**src/rtl/clk_mon_pkg.sv**
```systemverilog
// -----------------------------------------------------------------------------
// clk_mon_pkg
// Shared definitions for the clock period monitor:
//   - mon_state_e : monitor FSM state encoding
//   - tol_lo/tol_hi : constant functions giving the inclusive bounds of the
//                     accepted half-period window around the expected value
// -----------------------------------------------------------------------------
package clk_mon_pkg;

    typedef enum logic [1:0] {
        ST_IDLE    = 2'd0,   // waiting for a reference edge
        ST_MEASURE = 2'd1,   // capturing, not yet locked
        ST_LOCKED  = 2'd2    // enough consecutive in-tolerance captures
    } mon_state_e;

    // Lower bound clamps at zero so a tolerance wider than the expected value
    // does not wrap around to a huge unsigned number.
    function automatic longint unsigned tol_lo(input longint unsigned exp_half,
                                               input longint unsigned tol);
        return (tol >= exp_half) ? 64'd0 : (exp_half - tol);
    endfunction

    function automatic longint unsigned tol_hi(input longint unsigned exp_half,
                                               input longint unsigned tol);
        return exp_half + tol;
    endfunction

endpackage

```
**src/rtl/sync_edge_detect.sv**
```systemverilog
// -----------------------------------------------------------------------------
// sync_edge_detect
// Brings an asynchronous level into the clk_in domain through a SYNC_STAGES
// flop chain, then compares it with a history flop to flag edges.
//
// Ports:
//   clk_in  in  : sampling clock
//   rst_n   in  : synchronous active-low reset, clears every flop
//   d       in  : asynchronous input level
//   rise    out : high for one cycle when the synchronised level goes 0->1
//   fall    out : high for one cycle when the synchronised level goes 1->0
//   level   out : synchronised level
//
// rise/fall are decoded from flops only, so they are glitch-free and valid one
// cycle after the change reaches the last synchroniser stage.
// -----------------------------------------------------------------------------
module sync_edge_detect #(
    parameter int unsigned SYNC_STAGES = 2
) (
    input  logic clk_in,
    input  logic rst_n,
    input  logic d,
    output logic rise,
    output logic fall,
    output logic level
);

    logic [SYNC_STAGES-1:0] sync_q;
    logic                   hist_q;

    // NOTE: clocked state uses non-blocking assignments so every flop samples
    // the pre-edge value of its neighbour; blocking here would collapse the
    // synchroniser chain into a single stage.
    always_ff @(posedge clk_in) begin
        if (!rst_n) begin
            sync_q <= '0;
            hist_q <= 1'b0;
        end else begin
            sync_q <= {sync_q[SYNC_STAGES-2:0], d};
            hist_q <= sync_q[SYNC_STAGES-1];
        end
    end

    assign level = sync_q[SYNC_STAGES-1];
    assign rise  =  level & ~hist_q;
    assign fall  = ~level &  hist_q;

endmodule

```
**src/rtl/clock_period_monitor.sv**
```systemverilog
// -----------------------------------------------------------------------------
// clock_period_monitor
// Synchronises a slow toggling clock into clk_in, emits one-cycle rise/fall
// ticks, measures every half-period in clk_in cycles and reports lock once the
// measurement has stayed inside EXP_HALF +/- TOL for LOCK_COUNT consecutive
// half-periods. A missing edge for TIMEOUT cycles drops back to IDLE.
//
// Ports:
//   clk_in       in          : system clock
//   rst_n        in          : synchronous active-low reset
//   slow_in      in          : asynchronous toggling input (divided clock)
//   tick_rise    out         : one-cycle pulse per synchronised rising edge
//   tick_fall    out         : one-cycle pulse per synchronised falling edge
//   half_period  out [CNT_W] : last measured half-period in clk_in cycles
//   period_valid out         : one-cycle strobe when half_period updates
//   locked       out         : level, in tolerance for LOCK_COUNT half-periods
//   timeout      out         : level, no edge for TIMEOUT cycles
// -----------------------------------------------------------------------------
module clock_period_monitor #(
    parameter int unsigned CNT_W       = 32,
    parameter int unsigned EXP_HALF    = 50_000_000,
    parameter int unsigned TOL         = 1000,
    parameter int unsigned LOCK_COUNT  = 4,
    parameter int unsigned TIMEOUT     = 2 * EXP_HALF,
    parameter int unsigned SYNC_STAGES = 2
) (
    input  logic             clk_in,
    input  logic             rst_n,
    input  logic             slow_in,
    output logic             tick_rise,
    output logic             tick_fall,
    output logic [CNT_W-1:0] half_period,
    output logic             period_valid,
    output logic             locked,
    output logic             timeout
);

    import clk_mon_pkg::*;

    localparam int unsigned      MATCH_W    = $clog2(LOCK_COUNT + 1);
    localparam logic [CNT_W-1:0] TIMEOUT_C  = CNT_W'(TIMEOUT);
    localparam logic [MATCH_W-1:0] LOCK_MATCH = MATCH_W'(LOCK_COUNT);
    // Bounds are one bit wider than the counter so cnt+1 never wraps when the
    // counter sits at its saturation value.
    localparam logic [CNT_W:0] BOUND_LO = (CNT_W+1)'(tol_lo(64'(EXP_HALF), 64'(TOL)));
    localparam logic [CNT_W:0] BOUND_HI = (CNT_W+1)'(tol_hi(64'(EXP_HALF), 64'(TOL)));

    logic               rise;
    logic               fall;
    logic               level;
    logic               edge_seen;
    logic [CNT_W-1:0]   cnt;
    logic [CNT_W:0]     cnt_p1;
    logic               in_tol;
    logic [MATCH_W-1:0] match_cnt;
    logic [MATCH_W-1:0] match_next;
    mon_state_e         state;

    sync_edge_detect #(
        .SYNC_STAGES (SYNC_STAGES)
    ) u_sync (
        .clk_in (clk_in),
        .rst_n  (rst_n),
        .d      (slow_in),
        .rise   (rise),
        .fall   (fall),
        .level  (level)
    );

    assign edge_seen  = rise | fall;
    // Length of the half-period ending at this edge: edges N cycles apart
    // leave cnt at N-1.
    assign cnt_p1     = {1'b0, cnt} + (CNT_W+1)'(1);
    assign in_tol     = (cnt_p1 >= BOUND_LO) && (cnt_p1 <= BOUND_HI);
    assign match_next = match_cnt + MATCH_W'(1);

    // Cycles since the last edge, saturating so a dead input cannot wrap it.
    always_ff @(posedge clk_in) begin
        if (!rst_n) begin
            cnt <= '0;
        end else if (edge_seen) begin
            cnt <= '0;
        end else if (cnt != TIMEOUT_C) begin
            cnt <= cnt + CNT_W'(1);
        end
    end

    // Ticks, capture, match counting and lock state share one registered
    // block so all of them change on the same clk_in edge.
    always_ff @(posedge clk_in) begin
        if (!rst_n) begin
            state        <= ST_IDLE;
            match_cnt    <= '0;
            tick_rise    <= 1'b0;
            tick_fall    <= 1'b0;
            half_period  <= '0;
            period_valid <= 1'b0;
            locked       <= 1'b0;
            timeout      <= 1'b0;
        end else begin
            // Direction comes from the synchronised level at the edge.
            tick_rise    <= edge_seen &  level;
            tick_fall    <= edge_seen & ~level;
            period_valid <= 1'b0;

            if (edge_seen) begin
                // An edge always wins over a coincident timeout.
                timeout <= 1'b0;
                // NOTE: two state bits encode three states, so the default
                // arm keeps the unused code from becoming a trap state.
                case (state)
                    ST_IDLE: begin
                        state     <= ST_MEASURE;
                        match_cnt <= '0;
                        locked    <= 1'b0;
                    end
                    ST_MEASURE: begin
                        half_period  <= cnt_p1[CNT_W-1:0];
                        period_valid <= 1'b1;
                        if (in_tol) begin
                            match_cnt <= match_next;
                            if (match_next == LOCK_MATCH) begin
                                state  <= ST_LOCKED;
                                locked <= 1'b1;
                            end
                        end else begin
                            match_cnt <= '0;
                        end
                    end
                    ST_LOCKED: begin
                        half_period  <= cnt_p1[CNT_W-1:0];
                        period_valid <= 1'b1;
                        if (!in_tol) begin
                            state     <= ST_MEASURE;
                            match_cnt <= '0;
                            locked    <= 1'b0;
                        end
                    end
                    default: begin
                        state     <= ST_IDLE;
                        match_cnt <= '0;
                        locked    <= 1'b0;
                    end
                endcase
            end else if (cnt == TIMEOUT_C) begin
                state     <= ST_IDLE;
                match_cnt <= '0;
                locked    <= 1'b0;
                timeout   <= 1'b1;
            end
        end
    end

endmodule

```
**config.mk**
```make
export PLATFORM = sky130hd
export DESIGN_NAME = clock_period_monitor
export DESIGN_NICKNAME = d
export VERILOG_FILES = /design/src/rtl/clk_mon_pkg.sv /design/src/rtl/sync_edge_detect.sv /design/src/rtl/clock_period_monitor.sv
export SDC_FILE = /design/constraint.sdc
export NUM_CORES = 1
export LEC_CHECK = 0
export CORE_ASPECT_RATIO = 0.8
export CORE_MARGIN = 4
export CORE_UTILIZATION = 26
export DETAILED_ROUTE_END_ITERATION = 16
export PLACE_DENSITY = 0.43
export SYNTH_ARGS = -nofsm -noshare
export SYNTH_HDL_FRONTEND = slang
export SYNTH_SLANG_ARGS = --single-unit
```
**constraint.sdc**
```tcl
create_clock -name clk_in -period 3.7 [get_ports clk_in]
set_input_delay 0.555 -clock clk_in [delete_from_list [all_inputs] [get_ports clk_in]]
set_output_delay 0.555 -clock clk_in [all_outputs]
set_load 0.02 [all_outputs]
```
# Yosys cells after proc, flatten, opt, wreduce, memory -nomap -nowiden
# Index checks and enable logic that the tools add are counted.
# word_totals
reg_bits	77
latch_bits	0
mem_bits_rw	0
mem_bits_ro	0
output_inout_bits	37
wordCells	59
memories	0
# classes
n_addsub	3
mul	0
div_mod_pow	0
magnitude_cmp	2
eq_ne	8
shifts	0
mux	18
bitwise_logic	8
n_reduce_logical	9
# ops
cell	count
adder 32 x 1 -> 33 bit, second input constant	1
greater-or-equal comparator 33 x 26 -> 1 bit, second input constant	1
<= comparator 33 x 26 -> 1 bit, second input constant	1
adder 32 x 1 -> 32 bit, second input constant	1
== test 32 x 27 -> 1 bit, second input constant	1
inequality test 32 x 27 -> 1 bit, second input constant	1
2-to-1 mux 3 bit	4
2-to-1 mux 2 bit	5
inequality test 3 bit, second input constant	3
2-to-1 mux 1 bit	6
case mux 2 bit (3 select lines)	1
case mux 3 bit (2 select lines)	1
AND reduction 2 bit	3
AND 1 bit	4
AND reduction 4 bit	1
OR reduction 2 bit	2
adder 3 x 1 -> 3 bit, second input constant	1
== test 3 bit, second input constant	1
inverter 1 bit	3
== test 2 x 1 -> 1 bit, second input constant	1
== test 2 bit, second input constant	1
logical NOT 2 bit	1
case mux 1 bit (2 select lines)	1
nonzero test 2 bit	1
2 further kinds	2

# Logic depth before layout (Yosys ltp)
# depth
depth_word	6
ltp_mapped	12
mapped_depth_nobuf	11

# Cells and area by module
# A second synthesis with hierarchy kept.
# hier_totals
cells_unflattened	474
hier_area_um2	4006.3
# modules_own_cells
module	instances	cells_per_inst	area_each_um2
clock_period_monitor	1	466	3915.0
sync_edge_detect	1	8	91.3

# Worst setup path after synthesis
# Ideal clock, no wire load.
# synth_path
path_kind	flip-flop to flip-flop
startpoint	reg cnt[0]
endpoint	reg match_cnt[0]
setup_time_ps	66
arrival_ps	2971
required_time_ps	3634
slack_ps	663
path_stages_with_launch	12
n_path_buf	1
period_less_slack_ps	3037
cell_sequence	dfxtp_1 ha_1 buf_2 and3_1 nand2_1 or3_1 a222oi_1 nand4_1 a2111oi_4 nand3b_2 or3_1 a21boi_2
# synth_between
elab_chain_cells	6
word_cells_on_any_way	11
cone_classes	add/sub: 1; order compare: 2; eq/ne: 2; mux: 3; reduce/logical: 3
# synth_rtl
item	line_no	text
start: declaration	clock_period_monitor.sv:52	logic [CNT_W-1:0] cnt;
start signal: assignment	clock_period_monitor.sv:84	cnt <= cnt + CNT_W'(1);
adder 32 x 1 -> 33 bit	clock_period_monitor.sv:73	assign cnt_p1 = {1'b0, cnt} + (CNT_W+1)'(1);
greater-or-equal comparator 33 x 26 -> 1 bit or <= comparator 33 x 26 -> 1 bit (tied branches)	clock_period_monitor.sv:74	assign in_tol = (cnt_p1 >= BOUND_LO) && (cnt_p1 <= BOUND_HI);
logical AND 1 bit	clock_period_monitor.sv:74	
2-to-1 mux 3 bit	clock_period_monitor.sv:120	if (in_tol) begin
case mux 3 bit (2 select lines)	clock_period_monitor.sv:111	case (state)
2-to-1 mux 3 bit	clock_period_monitor.sv:106	if (edge_seen) begin
end signal: assignment	clock_period_monitor.sv:121	match_cnt <= match_next;
end: declaration	clock_period_monitor.sv:55	logic [MATCH_W-1:0] match_cnt;
# Parallel ways exist; a longest one is shown, timed or not.
# A chain may end at the register's enable or synchronous reset.

# Worst setup path in the final report
# Same ends and word-level chain as after synthesis.

==> results_dict.tcl <==
set metrics [dict create \
    ys.flop_type "dfxtp_1" \
    synthArstFlopShare 0 \
    overflow 0 \
    cts.reportedPaths.clkPinSlew_ps 60 \
    die_w_um 143 \
    die_h_um 116 \
    grt_pass1_wl_um 16600 \
    post_drt_via_cell_ratio 4.81 \
    power_frac_seq 0.442 \
    setup_tns_ps 0 \
    layout-drive-gt1-share 0.0872 \
    antenna_found_initial 0 \
    synthTopCellsByCount "dfxtp_1 (76), nor2_1 (51), nand2_1 (50), o211a_1 (31)" \
    port_buffers 39 \
    fin_area_um2 4720 \
    initial_core_util 0.265 \
    gp_congestion 0.879 \
    crit_type "flop to flop" \
    cts_tree "done" \
    std_cell_rows 39 \
    path_delay_family "simple AND/OR/NAND/NOR gates" \
    hp-class "flop to flop" \
    grt_max_degree 45 \
    share_comb_of_total_power 0.059 \
    syn_area_um2 3770 \
    finalHoldViolations 0 \
    drtAntennaViolNets 0 \
    cts_hold_buf 0 \
    diodes 0 \
    synth_area_leaders "dfxtp_1 (40%), o211a_1 (8.2%), nor2_1 (5.1%)" \
    synth_nets 441 \
    placed_cells 638 \
    vias 3149 \
    max_stage_delay_ps 490 \
    nNetsFinal 479 \
    hold_path.startpoint "u_sync.sync_q[0]$_SDFF_PN0_" \
    cpMostUsedCell "or3_1" \
    drt_iter0_markers 145 \
    yosys.cell_types.count 57 \
    grt_pass1_vias 3146 \
    area_growth_pct 25.2 \
    syn_avg_cell_area_um2 8.83 \
    clk_latency_ps 340 \
    dieArea_um2 16500 \
    r2r-start "cnt[0]$_SDFFE_PP0N_" \
    end_kind "flop" \
    post-route-period-util 0.922 \
    core-area_um2 14200 \
    drc 0 \
    outcome "complete, no violations" \
    arrival_ps 3690 \
    worst_pin_slew_ps 763 \
    cp-start-kind "flop" \
    routedWlPerCell_um 15.2 \
    power.density_nw_per_um2 405 \
    fin_crit_ps 3410 \
    cp_slowest_cell "dfxtp_1" \
    stdcell_count 654 \
    synth_top_area_frac 0.403 \
    track_usage 0.127 \
    synth_most_common_cell "dfxtp_1" \
    dr.pass1.iters 4 \
    crit_required_ps 3970 \
    cp_max_fo 10 \
    clock.fmax_mhz 293 \
    ir_drop_v 0.000240 \
    rsz0062_at_grt "false" \
    cp-startpoint "cnt[0]$_SDFFE_PP0N_" \
    skew_ps 5.66 \
    cts.path.max_buffers 2 \
    synth_top_cell_by_area "dfxtp_1" \
    setup_viol 0 \
    cts_sinks 76 \
    max-slew-margin-rel 0.490 \
    ys_warn_count 0 \
    placed_area_um2 4390 \
    cts_root_buf "clkbuf_16" \
    clockPowerShare 0.499 \
    wl_um 9920 \
    synth_seq_area_share 0.403 \
    p_sw_frac 0.221 \
    maxCapViolCount 0 \
    ys_ff_latch 76 \
    dp_hpwl_um 7160 \
    critPathBufInv 0 \
    io_pins 40 \
    htree_levels 3 \
    crit_path_cell_trace "ha_1 -> and3_1 -> nand2_1 -> or3_1 -> a222oi_1 -> nand4_1 -> a2111oi_4 -> nand3b_2 -> or3_1 -> a21boi_2" \
    numCtsBuffers 9 \
    p_int_mw 1.49 \
    synth_edf_count 0 \
    syn_inst 427 \
    p_sw_mw 0.423 \
    leakage_nw 1.97 \
    slew_viol_final 0 \
]
==> metal layers <==
metal  global-route usage  vias up  share of wire  routed length [µm]
met5                    0        -              0                   0
met4               0.0437        0          0.019                 188
met3               0.0351       12          0.044                 441
met2                0.171       74           0.38                3750
met1                0.191     1462           0.56                5540
li1                     -     1601              -                   -
==> placed cells by master (no fill, tap or decap), types with 9 or more instances in the layout <==
cell type | Yosys | layout
dfxtp_1 | 76 | 76
nor2_1 | 51 | 51
nand2_1 | 50 | 50
clkdlybuf4s50_1 | 0 | 39
o211a_1 | 31 | 31
nand3_1 | 17 | 17
xnor2_1 | 17 | 17
nand4_1 | 14 | 14
and2_1 | 14 | 14
buf_4 | 3 | 13
inv_1 | 12 | 12
xor2_1 | 11 | 11
ha_1 | 11 | 11
nor4_1 | 9 | 9
clkbuf_16 | 0 | 9
==> worst register-to-register path: stages (launching register included) <==
cell,delay (ps)
dfxtp_1,490
ha_1,270
and3_1,240
nand2_1,240
or3_1,430
a222oi_1,440
nand4_1,220
a2111oi_4,360
nand3b_2,170
or3_1,350
a21boi_2,140
==> final cells by class <==
class,count,area (µm²)
clock inverter,6,86.3
fill,1482,9530
sequential,76,1520
tap,184,230
clock buffer,10,239
inverter,12,45.0
timing repair buffer,53,508
multi-input combinational,313,2090
==> logic make-up (layout without fill, tap and decap cells) <==
logic type	after synthesis	count (layout)	share of synthesized area
flip-flops	76	76	0.403
AO/OA/AOI/OAI	71	71	0.162
XOR/XNOR	28	28	0.0650
multiplexers	6	6	0.0169
adder cells (fa/ha/maj)	11	11	0.0365
AND/OR/NAND/NOR	197	197	0.271
buffers and inverters	38	81	0.0451
==> power by group through the flow <==
stage,clock [mW],combinational [mW],sequential [mW]
finish,0.955,0.112,0.845
global route,1.02,0.124,0.848
CTS,0.984,0.114,0.845
detailed placement,0,0.113,0.863
global placement,0,0.113,0.863
floorplan,0,0.0553,0.874
==> flip-flops by register name, indices dropped and copies added, names as in the netlist <==
signal and count:
locked 1, u_sync.hist_q 1, cnt 32, tick_rise 1, period_valid 1, state 1
match_cnt 3, tick_fall 1, timeout 1, half_period 32, u_sync.sync_q 2
==> metrics by stage <==
| step | hold WS, ps | util | power, mW | setup WS (ps) |
|---|---|---|---|---|
| floorplan | 412 | - | 0.929 | 663 |
| global placement | 452 | 0.308 | 0.976 | 276 |
| detailed placement | 431 | 0.308 | 0.976 | 223 |
| CTS | 459 | 0.331 | 1.94 | 182 |
| global route | 490 | 0.331 | 1.99 | 14.8 |
| finish | 460 | 0.331 | 1.91 | 287 |
==> final timing paths <==
check | end | cells past startpoint | slack (ps)
worst min-delay path | u_sync.sync_q[1]$_SDFF_PN0_ | 1 | 460
worst max-delay path | match_cnt[0]$_SDFFE_PN0P_ | 10 | 290
worst max register to register | match_cnt[0]$_SDFFE_PN0P_ | 10 | 290
worst min register to register | u_sync.sync_q[1]$_SDFF_PN0_ | 1 | 460
==> what timing repair did <==
item | in CTS | in global routing
setup buffers | 0 | 0
resized for setup | 0 | 1
endpoints found under the setup margin | 0 | 5
Power figures use the tool's default switching activity.
